[src/rtl/instr_fetch.sv]
// Purpose : fetch stage; owns the PC, reads instrMem combinationally, fills the IF/ID slot.
// Latency : 1 cycle pc->IF/ID; first capture 2 edges after reset; redirect costs one bubble.
// Backpr. : IF/ID holds stable while id_valid && !id_ready; pc and fetch_count stall with it.
//
// Ports:
//   clk, reset        - clock, asynchronous active-high reset
//   pc                - registered byte address to instrMem (word index pc[31:2])
//   instr_in          - instruction word for the current pc
//   redirect_valid/pc - taken branch/jump: flush IF/ID and reload pc
//   halt_req          - stop fetching (enter HALTED)
//   id_ready/id_valid - handshake toward decode
//   id_instr, id_pc, id_pc_plus4 - IF/ID payload
//   fetch_count       - captures since reset (wraps)
//   misalign_fault    - sticky misaligned-redirect flag
//
// Build option: FETCH_ALIGN_CHECK_EN. When defined, a misaligned redirect
// target halts fetch and raises misalign_fault. Otherwise the low two bits of
// the target are dropped and misalign_fault stays 0.

module instr_fetch #(
    parameter logic [31:0] RESET_PC = 32'h0000_0000
) (
    input  logic        clk,
    input  logic        reset,
    output logic [31:0] pc,
    input  logic [31:0] instr_in,
    input  logic        redirect_valid,
    input  logic [31:0] redirect_pc,
    input  logic        halt_req,
    input  logic        id_ready,
    output logic        id_valid,
    output logic [31:0] id_instr,
    output logic [31:0] id_pc,
    output logic [31:0] id_pc_plus4,
    output logic [31:0] fetch_count,
    output logic        misalign_fault
);

    typedef enum logic [1:0] {
        BOOT   = 2'd0,
        RUN    = 2'd1,
        HALTED = 2'd2
    } state_t;

    state_t      state_q, state_d;
    logic [31:0] pc_d, id_instr_d, id_pc_d, id_pc_plus4_d, fetch_count_d;
    logic        id_valid_d, fault_q, fault_d;

    logic        accept;
    logic        redirect_ok;
    logic [31:0] redirect_target;
    logic [31:0] pc_plus4;

    // Slot is free, or its current occupant leaves this cycle.
    assign accept          = !id_valid || id_ready;
    assign pc_plus4        = pc + 32'd4;
    assign redirect_target = redirect_pc & 32'hFFFF_FFFC;

`ifdef FETCH_ALIGN_CHECK_EN
    assign redirect_ok = (redirect_pc[1:0] == 2'b00);
`else
    // Without the check every target is accepted with its low bits dropped,
    // so fault_q can never set and misalign_fault reduces to constant 0.
    assign redirect_ok = 1'b1;
`endif

    assign misalign_fault = fault_q;

    always_ff @(posedge clk or posedge reset) begin
        if (reset) begin
            state_q     <= BOOT;
            pc          <= RESET_PC;
            id_valid    <= 1'b0;
            id_instr    <= 32'd0;
            id_pc       <= 32'd0;
            id_pc_plus4 <= 32'd0;
            fetch_count <= 32'd0;
            fault_q     <= 1'b0;
        end else begin
            state_q     <= state_d;
            pc          <= pc_d;
            id_valid    <= id_valid_d;
            id_instr    <= id_instr_d;
            id_pc       <= id_pc_d;
            id_pc_plus4 <= id_pc_plus4_d;
            fetch_count <= fetch_count_d;
            fault_q     <= fault_d;
        end
    end

    always_comb begin
        state_d       = state_q;
        pc_d          = pc;
        id_valid_d    = id_valid;
        id_instr_d    = id_instr;
        id_pc_d       = id_pc;
        id_pc_plus4_d = id_pc_plus4;
        fetch_count_d = fetch_count;
        fault_d       = fault_q;

        case (state_q)
            BOOT: begin
                state_d = RUN;
            end

            RUN: begin
                if (redirect_valid) begin
                    // Flush wins over any pending handshake; halt_req is dropped.
                    id_valid_d = 1'b0;
                    if (redirect_ok) begin
                        pc_d = redirect_target;
                    end else begin
                        fault_d = 1'b1;
                        state_d = HALTED;
                    end
                end else if (halt_req) begin
                    state_d = HALTED;
                    if (id_ready) id_valid_d = 1'b0;
                end else if (accept) begin
                    id_instr_d    = instr_in;
                    id_pc_d       = pc;
                    id_pc_plus4_d = pc_plus4;
                    id_valid_d    = 1'b1;
                    pc_d          = pc_plus4;
                    fetch_count_d = fetch_count + 32'd1;
                end
            end

            HALTED: begin
                if (redirect_valid) begin
                    id_valid_d = 1'b0;
                    if (redirect_ok) begin
                        pc_d    = redirect_target;
                        state_d = RUN;
                    end else begin
                        fault_d = 1'b1;
                    end
                end else if (id_ready) begin
                    id_valid_d = 1'b0;
                end
            end

            default: begin
                state_d = BOOT;
            end
        endcase
    end

endmodule

[config.mk]
export PLATFORM = sky130hd
export DESIGN_NAME = instr_fetch
export DESIGN_NICKNAME = d
export VERILOG_FILES = /design/src/rtl/instr_fetch.sv
export SDC_FILE = /design/constraint.sdc
export NUM_CORES = 1
export LEC_CHECK = 0
export BUFFER_PORTS_ARGS = -buffer_cell sky130_fd_sc_hd__buf_2
export CORE_MARGIN = 2
export CORE_UTILIZATION = 55
export CTS_CLUSTER_SIZE = 8
export DETAILED_ROUTE_END_ITERATION = 12
export PLACE_DENSITY = 0.85
export SLEW_MARGIN = 20
export SYNTH_ARGS = -nofsm -noshare
export SYNTH_HDL_FRONTEND = slang
export SYNTH_SLANG_ARGS = --single-unit
[constraint.sdc]
create_clock -name clk -period 8.95 [get_ports clk]
set_clock_uncertainty 0.05 [all_clocks]
set_input_delay 1.3425 -clock clk [delete_from_list [all_inputs] [get_ports clk]]
set_output_delay 1.3425 -clock clk [all_outputs]
set_load 0.02 [all_outputs]
==> impl_results.md <==
- Status: finished clean
- FF+latch count, synth: 157
- Least-Margin Pin Slew: 1090 ps
- # nets final: 1055
- Total track usage: 27.9%
- Period minus WS final: 3570 ps
- Yosys Warn Count: 0
- Sequential share of the synthesized area: 54.4%
- Lkg Pwr: 4.65 nW
- IO Count: 231
- Via Count: 6349
- Mapped Cells: 788
- Placed Area: 0.00837 mm²
- Most frequent cells in the layout: 260 x nand2_1, 221 x buf_2, 157 x dfrtp_1
- Initial antenna violation count: 1
- Die area: 0.0141 mm²
- Setup violators final: 0
- R2R cell count: 6
- Yosys cell types: 44
- CP Capture Point: fetch_count[5]
- Worst r2r dst: fetch_count[5]
- Endpoints failing hold: 0
- Layout cells sized above 1: 27.4%
- Peak VDD IR: 0.000186 V
- Worst Setup Slack, final: 5380 ps
- Antenna Nets Post-Route: 0
- DP HPWL: 12900 µm
- Max-Cap Viols: 0
- Hold WC Path Type: reg2reg
- Top FF cell, synth: dfrtp_1
- RSZ-0062 raised after global routing: false
- Num CTS Buffers: 17
- 1st-pass router iterations: 5
- R2r setup slk: 5990 ps
- Remaining DRCs: 0
- Number of global-route vias before repair: 6055
- Worst reg2reg startpoint: id_valid
- CP Capture Type: flop
- Post-CTS Setup Bufs: 0
- Gp weighted congestion: 0.833
- Num Clock Sinks: 157
- Clk Latency, worst-skew pair: 420 ps
- CP Data Required Time: 9200 ps
- CP max FO: 80
- Most common cell after layout, fill and taps aside: nand2_1
- Critical path data arrival time: 3820 ps
- Starting density of the core: 56.8%
- Clock root buffer: clkbuf_16
- Core area: 0.0127 mm²
- GR Overflow Total: 0
- DR iter-0 viols: 507
- Wire length per cell: 16.4 µm
- PostCTS Resize Cnt: 0
- Slew headroom: 27.5%
- Worst-path clk slew: 60 ps
- H-Tree Depth: 4
- Final Cell Area: 0.00897 mm²
- Vias per inst: 5.44
- Filler cells: 1005
- Total Wirelength: 19200 µm
- Ys async rst share: 100%
- Pre-CTS setup slack: 4990 ps
- Post-synth EDFFs: 0
- Max Buffers Root-to-Sink: 2
- Largest net degree at the start of global routing: 84
- Final Max Tran Viols: 0
- Setup CP Type: in2reg
- Tcrit/Tclk final: 39.9%
- Area Growth Syn to Fin: 24.2%
- First-pass GRT wire length: 31300 µm
- # hold bufs at CTS: 0
- Hold depth: 1
- Cell Area, Synth: 0.00722 mm²
- DIE WIDTH: 119 µm
- Kind of start point of the critical path: primary input
- Pwr Density: 372 mW/mm²
- Max Freq: 280 MHz
- Die Height: 119 µm
- Syn_area_per_cell: 9.16 µm²
- Port Buffer Count: 221
- Setup crit start: id_ready
- Final core occ: 70.5%
- Cell row count: 41
- CTS tree: done
- Setup TNS: 0 ps
logic make-up (layout without fill, tap and decap cells):
family	count (synthesis)	count (layout)	synth area share (%)
AOI/OAI and AO/OA	115	115	9.56
xor gates and xnor gates	58	58	7.03
adders and majority gates	5	5	0.866
buffers and inverters	66	266	4.09
DFF	157	157	54.4
muxes	2	2	0.295
other	1	8	0.0519
and+or+nand+nor	384	384	23.7
stage by stage:
stage | hold slack, ps | instances | total power, mW
3_5_place_dp | 407 | 1134 | 2.61
5_1_grt | 444 | 1166 | 3.55
6_report | 420 | 1167 | 3.33
2_1_floorplan | 502 | 794 | 2.13
3_3_place_gp | 403 | 1134 | 2.56
4_1_cts | 421 | 1166 | 3.34
flip-flops by register name, indices dropped and copies added (netlist names):
name / count
fetch_count: 32
id_instr: 32
id_pc: 30
id_pc_plus4: 30
pc: 30
state_q: 2
id_valid: 1
area by class of cell:
type	count	area (µm²)	share of cell area (%)
clock inverter	11	141	1.58
clock buffer	21	460	5.13
timing repair buffer	227	1150	12.8
tap	172	215	2.40
sequential	157	3930	43.8
multi-input combinational	571	3040	33.9
antenna	1	2.50	0.0279
inverter	7	31.3	0.349
report_power, final:
group,internal (mW),switching (mW)
sequential,0.987,0.271
clock,0.452,0.282
combinational,0.461,0.882
total,1.90,1.43
cells in the mapped netlist, types with 5 or more instances:
| library cell | count | area, µm² |
|---|---|---|
| a21oi_1 | 29 | 145 |
| ha_1 | 5 | 62.6 |
| nand3_1 | 37 | 185 |
| o21ai_0 | 43 | 215 |
| dfrtp_1 | 157 | 3930 |
| nand4_1 | 16 | 100 |
| xnor2_1 | 29 | 254 |
| xor2_1 | 29 | 254 |
| and3_1 | 9 | 56.3 |
| nor2_1 | 29 | 109 |
| buf_4 | 8 | 60.1 |
| inv_1 | 7 | 26.3 |
| and4_1 | 6 | 52.6 |
| clkbuf_1 | 43 | 161 |
| nand2_1 | 260 | 976 |
| o22ai_1 | 15 | 93.8 |
| a2bb2oi_1 | 15 | 131 |
routing by layer:
metal | global-route usage [%] | share of wire (%) | vias to the layer above
met1 | 36.7 | 42 | 3064
met5 | 0 | 0 | -
met4 | 9.60 | 1.9 | 0
met2 | 45.3 | 49 | 234
met3 | 6.76 | 7.2 | 33
li1 | - | - | 3018
how the worst min path moves through the flow:
stage | from | end | slack (ps)
2_1_floorplan | state_q[1] | state_q[1] | 500
3_3_place_gp | id_instr[19] | id_instr[19] | 400
3_5_place_dp | id_pc[20] | id_pc[20] | 410
4_1_cts | fetch_count[31] | fetch_count[31] | 420
5_1_grt | id_pc_plus4[15] | id_pc_plus4[15] | 440
6_report | fetch_count[31] | fetch_count[31] | 420
worst max-delay path, cell delays in order:
cell	delay, ps
buf_2	100
nor2b_1	510
or2_4	550
buf_4	670
nor2_1	170
and3_1	240
xor2_1	140
Power figures use the tool's default switching activity.
